`config.mk`:
```
export PLATFORM = sky130hd
export DESIGN_NAME = misaligned_load_unit
export DESIGN_NICKNAME = d
export VERILOG_FILES = /design/src/rtl/misaligned_load_unit.sv
export SDC_FILE = /design/constraint.sdc
export NUM_CORES = 1
export LEC_CHECK = 0
export CAP_MARGIN = 5
export CORE_MARGIN = 5
export CORE_UTILIZATION = 40
export CTS_BUF_LIST = sky130_fd_sc_hd__clkbuf_16
export DETAILED_ROUTE_END_ITERATION = 8
export MAX_ROUTING_LAYER = met4
export PLACE_DENSITY_LB_ADDON = 0.1
export RECOVER_POWER = 25
export SYNTH_ARGS = -nofsm -noshare
export SYNTH_HDL_FRONTEND = slang
export SYNTH_SLANG_ARGS = --single-unit
```
`constraint.sdc`:
```
create_clock -name clk -period 3.3 [get_ports clk]
set_clock_uncertainty 0.2 [all_clocks]
set_input_delay 0.33 -clock clk [delete_from_list [all_inputs] [get_ports clk]]
set_output_delay 0.33 -clock clk [all_outputs]
set_load 0.01 [all_outputs]
```
`src/rtl/misaligned_load_unit.sv`:
```
`default_nettype none
// +--------------------------------------------------------------------+
// | misaligned_load_unit                                                |
// | MEM-stage load extractor; splits word-straddling loads into two     |
// | aligned reads and returns the sign/zero-extended result.            |
// | Rev 1.0                                                             |
// +--------------------------------------------------------------------+
module misaligned_load_unit #(
    parameter int DATA_W = 64,
    parameter int ADDR_W = 64
) (
    input  logic              clk,
    input  logic              rst,
    input  logic              req_valid,
    output logic              req_ready,
    input  logic [ADDR_W-1:0] req_addr,
    input  logic [2:0]        req_memop,
    output logic              mem_req,
    input  logic              mem_gnt,
    output logic [ADDR_W-1:0] mem_addr,
    input  logic              mem_rvalid,
    input  logic [DATA_W-1:0] mem_rdata,
    output logic              resp_valid,
    input  logic              resp_ready,
    output logic [DATA_W-1:0] resp_data,
    output logic              resp_split,
    output logic              resp_err
);
    localparam int c_NB    = DATA_W / 8;
    localparam int c_OFF_W = $clog2(c_NB);

    localparam logic [2:0] c_MEM_B  = 3'd0;
    localparam logic [2:0] c_MEM_H  = 3'd1;
    localparam logic [2:0] c_MEM_W  = 3'd2;
    localparam logic [2:0] c_MEM_D  = 3'd3;
    localparam logic [2:0] c_MEM_UB = 3'd4;
    localparam logic [2:0] c_MEM_UH = 3'd5;
    localparam logic [2:0] c_MEM_UW = 3'd6;

    typedef enum logic [2:0] {
        S_IDLE  = 3'd0,
        S_REQ0  = 3'd1,
        S_WAIT0 = 3'd2,
        S_REQ1  = 3'd3,
        S_WAIT1 = 3'd4,
        S_RESP  = 3'd5
    } state_t;

    state_t              r_state;
    state_t              w_state_nxt;
    logic [ADDR_W-1:0]   r_mem_addr;
    logic [2:0]          r_memop;
    logic [c_OFF_W-1:0]  r_off;
    logic                r_split;
    logic [DATA_W-1:0]   r_lo;
    logic [DATA_W-1:0]   r_resp_data;
    logic                r_resp_split;
    logic                r_resp_err;

    logic [c_OFF_W-1:0]  w_req_off;
    logic [3:0]          w_req_size;
    logic                w_req_err;
    logic                w_req_split;
    logic [ADDR_W-1:0]   w_req_aligned;
    logic [DATA_W-1:0]   w_hi;
    logic [DATA_W-1:0]   w_lo;
    logic [2*DATA_W-1:0] w_cat;
    logic [DATA_W-1:0]   w_t;
    logic [DATA_W-1:0]   w_ext;

    always_comb begin
        w_req_size = 4'd0;
        case (req_memop)
            c_MEM_B, c_MEM_UB: w_req_size = 4'd1;
            c_MEM_H, c_MEM_UH: w_req_size = 4'd2;
            c_MEM_W, c_MEM_UW: w_req_size = 4'd4;
            c_MEM_D:           w_req_size = 4'd8;
            default:           w_req_size = 4'd0;
        endcase
    end

    assign w_req_off     = req_addr[c_OFF_W-1:0];
    assign w_req_aligned = {req_addr[ADDR_W-1:c_OFF_W], {c_OFF_W{1'b0}}};
    assign w_req_err     = (w_req_size == 4'd0) || ((req_memop == c_MEM_D) && (DATA_W != 64));
    assign w_req_split   = !w_req_err && ((int'(w_req_off) + int'(w_req_size)) > c_NB);

    // The word arriving this cycle is merged directly so the result can be registered on the last beat.
    assign w_lo  = (r_state == S_WAIT1) ? r_lo : mem_rdata;
    assign w_hi  = (r_state == S_WAIT1) ? mem_rdata : {DATA_W{1'b0}};
    assign w_cat = {w_hi, w_lo};
    assign w_t   = DATA_W'(w_cat >> {r_off, 3'b000});

    always_comb begin
        w_ext = '0;
        case (r_memop)
            c_MEM_B:  w_ext = DATA_W'($signed(w_t[7:0]));
            c_MEM_H:  w_ext = DATA_W'($signed(w_t[15:0]));
            c_MEM_W:  w_ext = DATA_W'($signed(w_t[31:0]));
            c_MEM_D:  w_ext = w_t;
            c_MEM_UB: w_ext = DATA_W'(w_t[7:0]);
            c_MEM_UH: w_ext = DATA_W'(w_t[15:0]);
            c_MEM_UW: w_ext = DATA_W'(w_t[31:0]);
            default:  w_ext = '0;
        endcase
    end

    always_comb begin
        w_state_nxt = r_state;
        case (r_state)
            S_IDLE:  if (req_valid)  w_state_nxt = w_req_err ? S_RESP : S_REQ0;
            S_REQ0:  if (mem_gnt)    w_state_nxt = S_WAIT0;
            S_WAIT0: if (mem_rvalid) w_state_nxt = r_split ? S_REQ1 : S_RESP;
            S_REQ1:  if (mem_gnt)    w_state_nxt = S_WAIT1;
            S_WAIT1: if (mem_rvalid) w_state_nxt = S_RESP;
            S_RESP:  if (resp_ready) w_state_nxt = S_IDLE;
            default:                 w_state_nxt = S_IDLE;
        endcase
    end

    always_ff @(posedge clk or negedge rst) begin
        if (!rst) begin
            r_state      <= S_IDLE;
            r_mem_addr   <= '0;
            r_memop      <= '0;
            r_off        <= '0;
            r_split      <= 1'b0;
            r_lo         <= '0;
            r_resp_data  <= '0;
            r_resp_split <= 1'b0;
            r_resp_err   <= 1'b0;
        end else begin
            r_state <= w_state_nxt;
            case (r_state)
                S_IDLE: begin
                    if (req_valid) begin
                        r_memop    <= req_memop;
                        r_off      <= w_req_off;
                        r_split    <= w_req_split;
                        r_mem_addr <= w_req_aligned;
                        if (w_req_err) begin
                            r_resp_data  <= '0;
                            r_resp_split <= 1'b0;
                            r_resp_err   <= 1'b1;
                        end
                    end
                end
                S_WAIT0: begin
                    if (mem_rvalid) begin
                        r_lo <= mem_rdata;
                        if (r_split) begin
                            r_mem_addr <= r_mem_addr + ADDR_W'(c_NB);
                        end else begin
                            r_resp_data  <= w_ext;
                            r_resp_split <= 1'b0;
                            r_resp_err   <= 1'b0;
                        end
                    end
                end
                S_WAIT1: begin
                    if (mem_rvalid) begin
                        r_resp_data  <= w_ext;
                        r_resp_split <= 1'b1;
                        r_resp_err   <= 1'b0;
                    end
                end
                default: ;
            endcase
        end
    end

    assign req_ready  = (r_state == S_IDLE);
    assign mem_req    = (r_state == S_REQ0) || (r_state == S_REQ1);
    assign mem_addr   = r_mem_addr;
    assign resp_valid = (r_state == S_RESP);
    assign resp_data  = r_resp_data;
    assign resp_split = r_resp_split;
    assign resp_err   = r_resp_err;
endmodule
`default_nettype wire

```
==> key figures, run 1 <==
Clock network
  • Clock transition at path regs: 60 ps
  • TritonCTS Sinks: 201
  • CTS buffer count: 24
  • CTS tree: yes
  • Root buf cell: clkbuf_16
  • CTS HTree Levels: 1
  • Maximum clock insertion buffer count: 3
  • Clk Latency, worst-skew pair: 530 ps

Power
  • PD cells: 892 nW/um^2
  • P_leak: 7.07 nW
  • Final Power: 16.0 mW
  • VDD IR max: 520 uV

Floorplan
  • Die H: 197 um
  • I/O Pins: 270
  • Die ar.: 38600 sq um
  • Die Width: 197 um
  • Core box area: 34500 sq um
  • Rows: 68
  • Initial Util: 40.4%

STA
  • Slew HR: -28.6%
  • RSZ-0062 raised after global routing: false
  • Final period util: 93.2%
  • Setup TNS: 0 ps
  • Hold_ws: 158 ps
  • Worst-margin pin slew: 1930 ps
  • Final setup vio count: 0
  • Hold Fails Final Rpt: 0
  • Max Clk Rate: 325 MHz
  • Slew Viols, Final: 68
  • Fin crit period: 3070 ps

Yosys
  • Synth Instances: 1476
  • Seq cells post-synth: 201
  • Syn Area/Cell: 9.43 sq um
  • Post-synth EDFFs: 0
  • Largest area contributor in the netlist: dfrtp_1
  • Netlist Area Pre-Place: 13900 sq um
  • Post-synthesis async set-or-reset flop share: 100%
  • Top post-synthesis cells by area: dfrtp_1, mux2i_1, mux4_2
  • Seq/Total Area, Yosys: 36.1%
  • Synth top area share: 36.1%
  • Ys flop type: dfrtp_1
  • YS warnings: 0
  • Synth cell types: 75

Routing
  • DR pass1 iterations: 7
  • Initial DRC Count: 1169
  • Total Wirelength: 50100 um
  • Remaining DRCs: 0
  • Avg Vias per Cell: 6.09
  • DRT antenna net count: 0
  • Via count: 13.2k
  • Routed len/inst: 23.0 um

Worst hold path
  • Worst hold path type: in2reg

Worst setup path
  • CP most frequent cell: nor4_4
  • Max incr delay on CP: 780 ps
  • CP max-delay cell: nor4_4
  • Worst setup EP type: flop
  • Critical path type: reg2reg
  • Crit-path cells: nor3b_4, buf_4, buf_12, a211o_1, a21oi_1, nor4_4, nor4_4, a31oi_1
  • Crit Path Max Fanout: 29
  • Crit start category: flop
  • Worst Path Arrival: 3230 ps
  • Worst Path Required: 3460 ps

Global route
  • Initial antenna violation count: 7
  • Number of global-route vias before repair: 13.0k
  • Total track usage: 26.2%
  • Total grt overflow: 0
  • First-pass GRT wire length: 79300 um
  • Largest net degree at the start of global routing: 116

Run
  • Max Cap Violations: 1

Finish
  • Layout cell share with drive strength beyond 1: 14.7%
  • Final cell count without fillers: 2176
  • Layout area overhead: 29.0%
  • Nets: 1840

Place
  • Placed cell count: 2126
  • Port buffer count: 266
  • Post-detail-place hpwl: 36900 um
  • Gpl congestion: 0.937

Status
  • Outcome: complete, but fails checks
  • Failing checks: max-capacitance violations, max-slew violations
[power breakdown]
group	total (mW)	internal, mW	switching [mW]
clock	2.58	1.51	1.07
combinational	8.86	4.19	4.68
sequential	4.58	3.52	1.06
total	16.0	9.22	6.81
[worst max-delay path: cells and delay by family (launching register included)]
family | cells | cell delay [ps]
compound gates | 3 | 820
flops | 1 | 450
simple gates | 3 | 1090
buf+inv | 2 | 330
[flip-flops by register name, indices dropped and copies added, names as in the netlist]
signal / cells
resp_data: 64
r_memop: 3
resp_err: 1
r_state: 3
mem_addr: 61
r_lo: 64
resp_split: 1
r_off: 3
r_split: 1
[synth_stat cells (all sizes together) (3+ instances only)]
library cell	number
and4	7
dfrtp	201
a311oi	6
mux2	85
nand2	190
a32o	7
a22o	5
nand4	27
nand3	58
nor2b	3
and3	17
a21oi	140
o21ai	74
a21o	6
ha	4
a221o	24
mux2i	127
inv	14
nor4b	4
a2bb2oi	25
o221ai	5
o2bb2ai	5
o311ai	6
and2	6
a31oi	8
a32oi	9
o32ai	6
a211o	4
nor3	20
nor4	8
o21a	4
o22ai	33
o41ai	6
buf	47
a22oi	13
o211ai	14
a211oi	6
clkbuf	84
o22a	4
or2	5
a31o	9
or3	7
nor2	71
o31a	4
mux4	45
[what timing repair did]
item / in CTS / in global routing
gates resized for setup: 0 / 2
hold endpoints to repair: 63 / 0
hold buffers: 1 / 0
setup buffers: 0 / 0
endpoints found under the setup margin: 0 / 2
[cell type report]
cell class | instances | area, sq um
clock buffers | 25 | 626
multi-input cells | 1132 | 8310
inverters | 14 | 52.6
well taps | 455 | 569
diodes | 9 | 22.5
repair buffers | 325 | 3220
fillers | 3183 | 16500
flip-flops and latches | 201 | 5040
clock inverters | 15 | 121
[placed cells by master, fill, tap and decap left out, types with 46 or more instances in the layout]
cell / count
a21oi_1: 140
nand2_1: 189
dfrtp_1: 197
mux2i_1: 127
mux2_2: 85
o21ai_0: 62
buf_4: 46
nand3_1: 58
nor2_1: 69
clkdlybuf4s50_1: 265
[per-stage QoR]
step | util (%) | instance area (sq um) | setup slack (ps)
after floorplan | - | 13900 | 428
after global placement | 49.9 | 17200 | 264
after detailed placement | 49.9 | 17200 | 183
after CTS | 52.1 | 18000 | 229
after global routing | 52.1 | 18000 | 37.0
final | 52.1 | 18000 | 225
[metal layers]
metal  wire length [um]  track usage [%]  vias up
met5                  0                -        -
met1              23100             38.4     6514
met2              21800             37.7      560
met4                994             5.37        0
li1                   -                -     6112
met3               4260             5.59       56
[logic make-up (layout without fill, tap and decap cells)]
| group | after synthesis | after routing | share of synthesized area [%] |
|---|---|---|---|
| compound gates | 433 | 433 | 20.7 |
| xor+xnor | 1 | 1 | 0.0629 |
| fa+ha+maj | 6 | 6 | 0.575 |
| buf+inv | 145 | 379 | 4.42 |
| flops | 201 | 201 | 36.1 |
| mux | 257 | 257 | 23.3 |
| other cells | 1 | 12 | 0.0269 |
| simple gates | 432 | 432 | 14.8 |
[final timing paths]
check                           slack (ps)                startpoint  cells past startpoint                   endpoint
worst min-delay path                   160               req_addr[4]                      3    mem_addr[4]$_DFFE_PN0P_
worst max-delay path                   230    r_state[2]$_DFFE_PN0P_                      8  resp_data[62]$_DFFE_PN0P_
max in group asynchronous              580                       rst                      3   mem_addr[48]$_DFFE_PN0P_
worst max register to register         230    r_state[2]$_DFFE_PN0P_                      8  resp_data[62]$_DFFE_PN0P_
worst min register to register         290  resp_data[8]$_DFFE_PN0P_                      2   resp_data[8]$_DFFE_PN0P_
min in group asynchronous              660                       rst                      2  resp_data[29]$_DFFE_PN0P_
No activity file was read; power rests on OpenSTA's default activity.
==> run 2, diff against run 1 <==
--- a/config.mk
+++ b/config.mk
@@ -16,3 +16,4 @@
 export SYNTH_ARGS = -nofsm -noshare
 export SYNTH_HDL_FRONTEND = slang
 export SYNTH_SLANG_ARGS = --single-unit
+export TNS_END_PERCENT = 30
==> results of run 2 <==
Final layout, timing and power as in run 1 (identical DEF).
